## config.mk

```make
export PLATFORM = sky130hd
export DESIGN_NAME = uxn_rom_loader
export DESIGN_NICKNAME = d
export VERILOG_FILES = /design/src/rtl/uxn_loader_pkg.sv /design/src/rtl/uxn_rom_word_fifo.sv /design/src/rtl/uxn_rom_loader.sv
export SDC_FILE = /design/constraint.sdc
export NUM_CORES = 1
export LEC_CHECK = 0
export BUFFER_PORTS_ARGS = -buffer_cell sky130_fd_sc_hd__buf_2
export CAP_MARGIN = 10
export CORE_ASPECT_RATIO = 0.75
export CORE_MARGIN = 5
export CORE_UTILIZATION = 61
export CTS_CLUSTER_SIZE = 12
export DETAILED_ROUTE_END_ITERATION = 16
export GPL_ROUTABILITY_DRIVEN = 0
export PLACE_DENSITY = 0.78
export SLEW_MARGIN = 20
export SYNTH_ARGS = -nofsm -noshare
export SYNTH_HDL_FRONTEND = slang
export SYNTH_SLANG_ARGS = --single-unit
```

## constraint.sdc

```tcl
create_clock -name clk -period 12.8 [get_ports clk]
set_input_delay 1.92 -clock clk [delete_from_list [all_inputs] [get_ports clk]]
set_output_delay 1.92 -clock clk [all_outputs]
set_load 0.1 [all_outputs]
```

## src/rtl/uxn_loader_pkg.sv

```systemverilog
// Shared defaults, FSM state type and byte-lane helpers for the Uxn ROM loader.
package uxn_loader_pkg;

    localparam logic [15:0] ROM_BASE_DEFAULT = 16'h0100;
    localparam int          WORD_W           = 32;
    localparam int          OFFS_W           = 16;
    localparam int          ENTRY_W          = OFFS_W + WORD_W;

    typedef enum logic [2:0] {
        IDLE,
        LOAD,
        DRAIN,
        CLEAR,
        DONE
    } ld_state_t;

    typedef logic [1:0] lane_t;

    // Lane 0 is the most significant byte because ROM words arrive big-endian.
    function automatic logic [7:0] lane_byte(input logic [WORD_W-1:0] word, input lane_t lane);
        case (lane)
            2'd0:    return word[31:24];
            2'd1:    return word[23:16];
            2'd2:    return word[15:8];
            default: return word[7:0];
        endcase
    endfunction

endpackage

```

## src/rtl/uxn_rom_word_fifo.sv

```systemverilog
// Word FIFO between the bridge write path and the byte serialiser.
// Entries are {offset, data}; head_o shows the oldest entry whenever empty_o is low.
module uxn_rom_word_fifo
    import uxn_loader_pkg::*;
#(
    parameter int DEPTH = 8,
    parameter int WIDTH = ENTRY_W
) (
    input  logic             clk,
    input  logic             reset_n,
    input  logic             flush_i,
    input  logic             push_i,
    input  logic [WIDTH-1:0] push_data_i,
    input  logic             pop_i,
    output logic [WIDTH-1:0] head_o,
    output logic             full_o,
    output logic             empty_o
);

    localparam int          AW      = $clog2(DEPTH);
    localparam logic [AW:0] PTR_ONE = 1;

    logic [WIDTH-1:0] mem_q [DEPTH];
    logic [AW:0]      wr_ptr_q;
    logic [AW:0]      wr_ptr_d;
    logic [AW:0]      rd_ptr_q;
    logic [AW:0]      rd_ptr_d;
    logic             do_push;
    logic             do_pop;

    assign empty_o = (wr_ptr_q == rd_ptr_q);
    assign full_o  = (wr_ptr_q[AW] != rd_ptr_q[AW]) &&
                     (wr_ptr_q[AW-1:0] == rd_ptr_q[AW-1:0]);
    assign head_o  = mem_q[rd_ptr_q[AW-1:0]];

    // A push into a full FIFO is only legal when the head leaves in the same cycle.
    assign do_push = !flush_i && push_i && (!full_o || pop_i);
    assign do_pop  = !flush_i && pop_i && !empty_o;

    always_comb begin
        wr_ptr_d = wr_ptr_q;
        rd_ptr_d = rd_ptr_q;
        if (flush_i) begin
            wr_ptr_d = '0;
            rd_ptr_d = '0;
        end else begin
            if (do_push) wr_ptr_d = wr_ptr_q + PTR_ONE;
            if (do_pop)  rd_ptr_d = rd_ptr_q + PTR_ONE;
        end
    end

    always_ff @(posedge clk or negedge reset_n) begin
        if (!reset_n) begin
            wr_ptr_q <= '0;
            rd_ptr_q <= '0;
        end else begin
            wr_ptr_q <= wr_ptr_d;
            rd_ptr_q <= rd_ptr_d;
        end
    end

    always_ff @(posedge clk) begin
        if (do_push) mem_q[wr_ptr_q[AW-1:0]] <= push_data_i;
    end

endmodule

```

## src/rtl/uxn_rom_loader.sv

```systemverilog
// Uxn ROM loader: buffers big-endian ROM words and writes them one byte per clock into main RAM.
// Define UXN_ROM_LOADER_CLEAR_EN to zero all RAM outside the image before the CPU is released.
module uxn_rom_loader
    import uxn_loader_pkg::*;
#(
    parameter logic [15:0] ROM_BASE   = ROM_BASE_DEFAULT,
    parameter int          FIFO_DEPTH = 8
) (
    input  logic        clk,
    input  logic        reset_n,
    input  logic        load_start,
    input  logic        load_end,
    input  logic        wr_valid,
    input  logic [15:0] wr_addr,
    input  logic [31:0] wr_data,
    output logic [15:0] ram_addr,
    output logic [7:0]  ram_data,
    output logic        ram_we,
    output logic        cpu_hold,
    output logic        busy,
    output logic        done,
    output logic        err_overflow,
    output logic        err_range,
    output logic [16:0] rom_size
);

    localparam logic [16:0] BASE17   = {1'b0, ROM_BASE};
    localparam logic [16:0] SIZE_MAX = 17'h10000 - BASE17;

    ld_state_t          state_q;
    logic               fifo_full;
    logic               fifo_empty;
    logic [ENTRY_W-1:0] fifo_head;

    logic [WORD_W-1:0]  word_q;
    logic [OFFS_W-1:0]  off_q;
    logic [OFFS_W-1:0]  base_off;
    lane_t              lane_q;
    logic               active_q;

    logic [15:0]        ram_addr_q;
    logic [7:0]         ram_data_q;
    logic               ram_we_q;
    logic               cpu_hold_q;
    logic               busy_q;
    logic               done_q;
    logic               err_overflow_q;
    logic               err_range_q;
    logic [16:0]        rom_size_q;

    logic               feeding;
    logic               pop;
    logic               push_try;
    logic               push;
    logic               overflow;
    logic               in_range;
    logic [16:0]        target;
    logic [16:0]        size_cand;

    function automatic logic [16:0] sat_size(input logic [16:0] sz);
        return (sz > SIZE_MAX) ? SIZE_MAX : sz;
    endfunction

`ifdef UXN_ROM_LOADER_CLEAR_EN
    logic [16:0] clr_q;

    // Walk 0..ROM_BASE-1, then jump over the image to ROM_BASE+rom_size..FFFF.
    function automatic logic [16:0] clr_step(input logic [16:0] a, input logic [16:0] size);
        logic [16:0] n;
        n = a + 17'd1;
        if (n == BASE17) n = BASE17 + size;
        return n;
    endfunction
`endif

    assign feeding  = (state_q == LOAD) || (state_q == DRAIN);
    // Pop while idle or during byte 3 so consecutive words stream with no bubble.
    assign pop      = !load_start && feeding && !fifo_empty && (!active_q || (lane_q == 2'd3));
    assign push_try = !load_start && (state_q == LOAD) && wr_valid;
    assign push     = push_try && (!fifo_full || pop);
    assign overflow = push_try && fifo_full && !pop;

    assign base_off  = off_q & 16'hFFFC;
    assign target    = BASE17 + {1'b0, base_off} + {15'd0, lane_q};
    assign size_cand = {1'b0, base_off} + {15'd0, lane_q} + 17'd1;
    assign in_range  = !target[16];

    uxn_rom_word_fifo #(
        .DEPTH (FIFO_DEPTH),
        .WIDTH (ENTRY_W)
    ) u_fifo (
        .clk         (clk),
        .reset_n     (reset_n),
        .flush_i     (load_start),
        .push_i      (push),
        .push_data_i ({wr_addr, wr_data}),
        .pop_i       (pop),
        .head_o      (fifo_head),
        .full_o      (fifo_full),
        .empty_o     (fifo_empty)
    );

    always_ff @(posedge clk) begin
        if (pop) begin
            word_q <= fifo_head[WORD_W-1:0];
            off_q  <= fifo_head[ENTRY_W-1:WORD_W];
            lane_q <= '0;
        end else if (active_q) begin
            lane_q <= lane_q + 2'd1;
        end
    end

    always_ff @(posedge clk or negedge reset_n) begin
        if (!reset_n) begin
            state_q        <= IDLE;
            active_q       <= 1'b0;
            ram_addr_q     <= '0;
            ram_data_q     <= '0;
            ram_we_q       <= 1'b0;
            cpu_hold_q     <= 1'b1;
            busy_q         <= 1'b0;
            done_q         <= 1'b0;
            err_overflow_q <= 1'b0;
            err_range_q    <= 1'b0;
            rom_size_q     <= '0;
`ifdef UXN_ROM_LOADER_CLEAR_EN
            clr_q          <= '0;
`endif
        end else if (load_start) begin
            state_q        <= LOAD;
            active_q       <= 1'b0;
            ram_we_q       <= 1'b0;
            cpu_hold_q     <= 1'b1;
            busy_q         <= 1'b1;
            done_q         <= 1'b0;
            err_overflow_q <= 1'b0;
            err_range_q    <= 1'b0;
            rom_size_q     <= '0;
        end else begin
            ram_we_q <= 1'b0;
            if (overflow) err_overflow_q <= 1'b1;

            if (active_q) begin
                if (in_range) begin
                    ram_we_q   <= 1'b1;
                    ram_addr_q <= target[15:0];
                    ram_data_q <= lane_byte(word_q, lane_q);
                    if (size_cand > rom_size_q) rom_size_q <= sat_size(size_cand);
                end else begin
                    err_range_q <= 1'b1;
                end
            end

            if (pop) begin
                active_q <= 1'b1;
            end else if (active_q && (lane_q == 2'd3)) begin
                active_q <= 1'b0;
            end

            case (state_q)
                LOAD: begin
                    if (load_end) state_q <= DRAIN;
                end
                DRAIN: begin
                    if (fifo_empty && !active_q) begin
`ifdef UXN_ROM_LOADER_CLEAR_EN
                        state_q <= CLEAR;
                        clr_q   <= (ROM_BASE == 16'h0000) ? rom_size_q : 17'd0;
`else
                        state_q    <= DONE;
                        busy_q     <= 1'b0;
                        done_q     <= 1'b1;
                        cpu_hold_q <= 1'b0;
`endif
                    end
                end
`ifdef UXN_ROM_LOADER_CLEAR_EN
                CLEAR: begin
                    if (!clr_q[16]) begin
                        ram_we_q   <= 1'b1;
                        ram_addr_q <= clr_q[15:0];
                        ram_data_q <= 8'h00;
                        clr_q      <= clr_step(clr_q, rom_size_q);
                    end else begin
                        state_q    <= DONE;
                        busy_q     <= 1'b0;
                        done_q     <= 1'b1;
                        cpu_hold_q <= 1'b0;
                    end
                end
`endif
                default: ;
            endcase
        end
    end

    assign ram_addr     = ram_addr_q;
    assign ram_data     = ram_data_q;
    assign ram_we       = ram_we_q;
    assign cpu_hold     = cpu_hold_q;
    assign busy         = busy_q;
    assign done         = done_q;
    assign err_overflow = err_overflow_q;
    assign err_range    = err_range_q;
    assign rom_size     = rom_size_q;

endmodule

```

==> results.txt <==
Maxcap violations -> 0
Reg-to-Reg Start -> lane_q[0]$_SDFFE_PP0P_
CTS Buf Count -> 46
Worst Hold Class -> reg2reg
Layout cells sized above 1 -> 0.2884
Row count -> 55
CTS tree -> yes
Storage element area -> 13960 sq um
Post-Synthesis Cells -> 1004
Yosys reg bits -> 475
Overall Global Routing Usage -> 0.2279
Min-delay src -> ram_addr[3]$_DFFE_PN0P_
Fin. max-slew vios -> 0
Pin count of the biggest net entering global routing -> 64
Status -> completed
First-pass GRT wire length -> 59520 microns
Worst hold stages -> 2
Worst Hold Path EP -> ram_addr[3]$_DFFE_PN0P_
Final setup viols -> 0
Hold buffer count at CTS -> 0
DRC -> 0
Via count -> 9615
Vias per cell -> 6.199
Vias in the first global route -> 9820
Crit path kind -> reg2reg
Initial DRC count -> 969
Clk Latency, worst-skew pair -> 0.56 ns
Inst Count DP -> 1469
Die area -> 34750 sq um
Average size of a mapped cell -> 18.89 sq um
Fmax -> 0.2135 GHz
Starting Density -> 0.6234
Post-synth top area share -> 0.6557
Min cycle time layout -> 4.683 ns
Clk_skew -> 0.01246 ns
Area of the multi-input gates -> 4683 sq um
Chip width -> 213.6 microns
Total power -> 3.708 mW
Crit Reg-Reg Endpoint -> rom_size[9]$_DFFE_PN0P_
Ys async rst share -> 0.1242
TNS Setup -> 0 ns
H-Tree Level Count -> 2
Final nets -> 1197
Non-filler instance count after layout -> 1551
Warnings, synthesis -> 0
Routed Antenna Nets -> 0
Worst vdd ir -> 0.0001291 V
Pre-CTS setup slack -> 7.656 ns
Total grt overflow -> 0
Largest area contributor in the netlist -> edfxtp_1
CTS sink cnt -> 475
Worst Reg-to-Reg Cells -> 12
WP data arrival -> 5.11 ns
Most frequent cell after synthesis -> edfxtp_1
Required @ worst endpoint -> 13.23 ns
Routed wire length -> 38540 microns
Worst-path clk slew -> 0.06 ns
Leakage -> 7.162 nW
Final period utilization -> 0.3658
Syn_nets -> 1082
Final-report hold violation count -> 0
Top FF cell, synth -> edfxtp_1
Synth top cells by count -> edfxtp_1 (414), mux4_2 (92), nand2_1 (60)
Area grow syn2layout -> 12.04%
CORE AREA -> 30420 sq um
Root buffer cell -> clkbuf_16
Worst setup margin -> 8.117 ns
Die height -> 162.7 microns
RSZ-0062 raised after global routing -> false
Post-CTS setup buffers -> 0
Worst-Margin Slew -> 0.9909 ns
Post-Route Utilization -> 0.6984
PwrDens -> 174.6 nW/um^2
Post-Syn Area -> 18960 sq um
DR pass1 iterations -> 7
Post-cts resize count -> 0
Flop2flop setup slack -> 8.12 ns
Worst Setup Start Kind -> register
CP max FO -> 22
WL per Instance -> 24.85 microns
Post-synth EDFFs -> 414
Max_slew headroom -> 0.3394
CTS max path bufs -> 3
Port bufs -> 97
Dpl hpwl -> 22060 microns
Sequential share of the synthesized area -> 0.7357
Initial antenna violation count -> 6
Top cells by area, synth -> edfxtp_1 (66%), mux4_2 (11%), dfrtp_1 (7.7%)
Post-synthesis cell type count -> 55
Crit. End Element -> register
Top Ports -> 100
Fill count -> 1869
-- kinds of logic after synthesis --
logic type,synth area share
fa+ha+maj,0.01650
simple gates,0.04256
buf+inv,0.01960
mux,0.1377
flops,0.7357
xor+xnor,0.01571
compound gates,0.03227
-- cell type report --
cell class	count	area share
sequential	475	0.6572
multi-input combinational	449	0.2205
inverter	29	0.005124
clock buffer	74	0.06061
clock inverter	6	0.002120
antenna	1	0.0001178
timing repair buffer	118	0.03086
tap	399	0.02350
-- per-layer routing --
layer  GRT usage  share of wire  up-vias
met5           0         0.0017        -
met4     0.04999          0.018       10
met3     0.05546          0.086       64
met2      0.3436           0.47      398
met1      0.3473           0.43     4917
li1            -              -     4226
-- report_power, final --
part / total (mW) / switching, mW / internal, mW / leakage, nW
combinational: 0.676 / 0.518 / 0.158 / 2.00
sequential: 1.81 / 0.0480 / 1.76 / 4.52
clock: 1.23 / 0.539 / 0.688 / 0.640
total: 3.71 / 1.11 / 2.60 / 7.16
-- state kept, by name, summed over array words and instances (netlist names) --
signal,flops
ram_we,1
busy,1
u_fifo.rd_ptr_q,4
active_q,1
ram_addr,16
done,1
rom_size,17
ram_data,8
err_overflow,1
lane_q,2
off_q,14
u_fifo.mem_q,368
state_q,3
cpu_hold,1
word_q,32
err_range,1
u_fifo.wr_ptr_q,4
-- per-stage QoR --
| step | hold slack (ns) | instance area (sq um) |
|---|---|---|
| 2_1_floorplan | 0.5011 | 18960 |
| 3_3_place_gp | 0.4571 | 19890 |
| 3_5_place_dp | 0.4579 | 19890 |
| 4_1_cts | 0.4719 | 21220 |
| 5_1_grt | 0.4885 | 21240 |
| 6_report | 0.4699 | 21240 |
-- cell usage in the layout, fill, tap and decap left out, drive strengths merged, types with 2 or more instances in the layout --
cell type | synthesis | layout
xor2 | 15 | 15
o21ai | 35 | 35
or2b | 2 | 2
edfxtp | 414 | 414
dfrtp | 58 | 58
inv | 26 | 28
xnor2 | 19 | 19
and2 | 2 | 2
nor2b | 3 | 3
clkinv | 3 | 7
mux2i | 2 | 2
o311a | 7 | 7
nand2 | 60 | 60
o2111ai | 3 | 3
a222oi | 8 | 8
dfxtp | 2 | 2
nand4 | 11 | 11
clkbuf | 34 | 74
ha | 25 | 25
a31oi | 2 | 2
o211ai | 4 | 4
mux2 | 46 | 46
nand3 | 11 | 11
a21o | 3 | 3
nor3b | 5 | 5
a211oi | 2 | 2
and3 | 4 | 4
and4 | 3 | 3
or4 | 3 | 3
a21oi | 22 | 22
nor3 | 14 | 14
buf | 17 | 118
nor2 | 28 | 28
nand2b | 5 | 5
o31ai | 5 | 5
nor4 | 4 | 4
mux4 | 92 | 92
-- worst max-delay path by stage --
stage,end,slack [ns],cells past startpoint,from
after floorplan,u_fifo.mem_q[2][0]$_DFFE_PP_,5.91,4,load_start
after global placement,u_fifo.mem_q[6][23]$_DFFE_PP_,7.69,6,load_start
after detailed placement,u_fifo.mem_q[6][23]$_DFFE_PP_,7.66,6,load_start
after CTS,rom_size[9]$_DFFE_PN0P_,8.19,12,lane_q[0]$_SDFFE_PP0P_
after global routing,rom_size[9]$_DFFE_PN0P_,7.78,12,lane_q[0]$_SDFFE_PP0P_
final,rom_size[9]$_DFFE_PN0P_,8.12,12,lane_q[0]$_SDFFE_PP0P_
-- critical path, cell delays in order (launching register included) --
cell and delay, ns:
dfxtp_1 0.55, ha_1 0.88, nand2_1 0.22, nor3_1 0.54, nand2_1 0.14, xnor2_1 0.18, ha_1 0.32, nand4_1 0.18
nor3_1 0.37, o31ai_1 0.17, nand3_1 0.20, nand2_1 0.36, o311a_1 0.43
(Power assumes the default switching activity.)
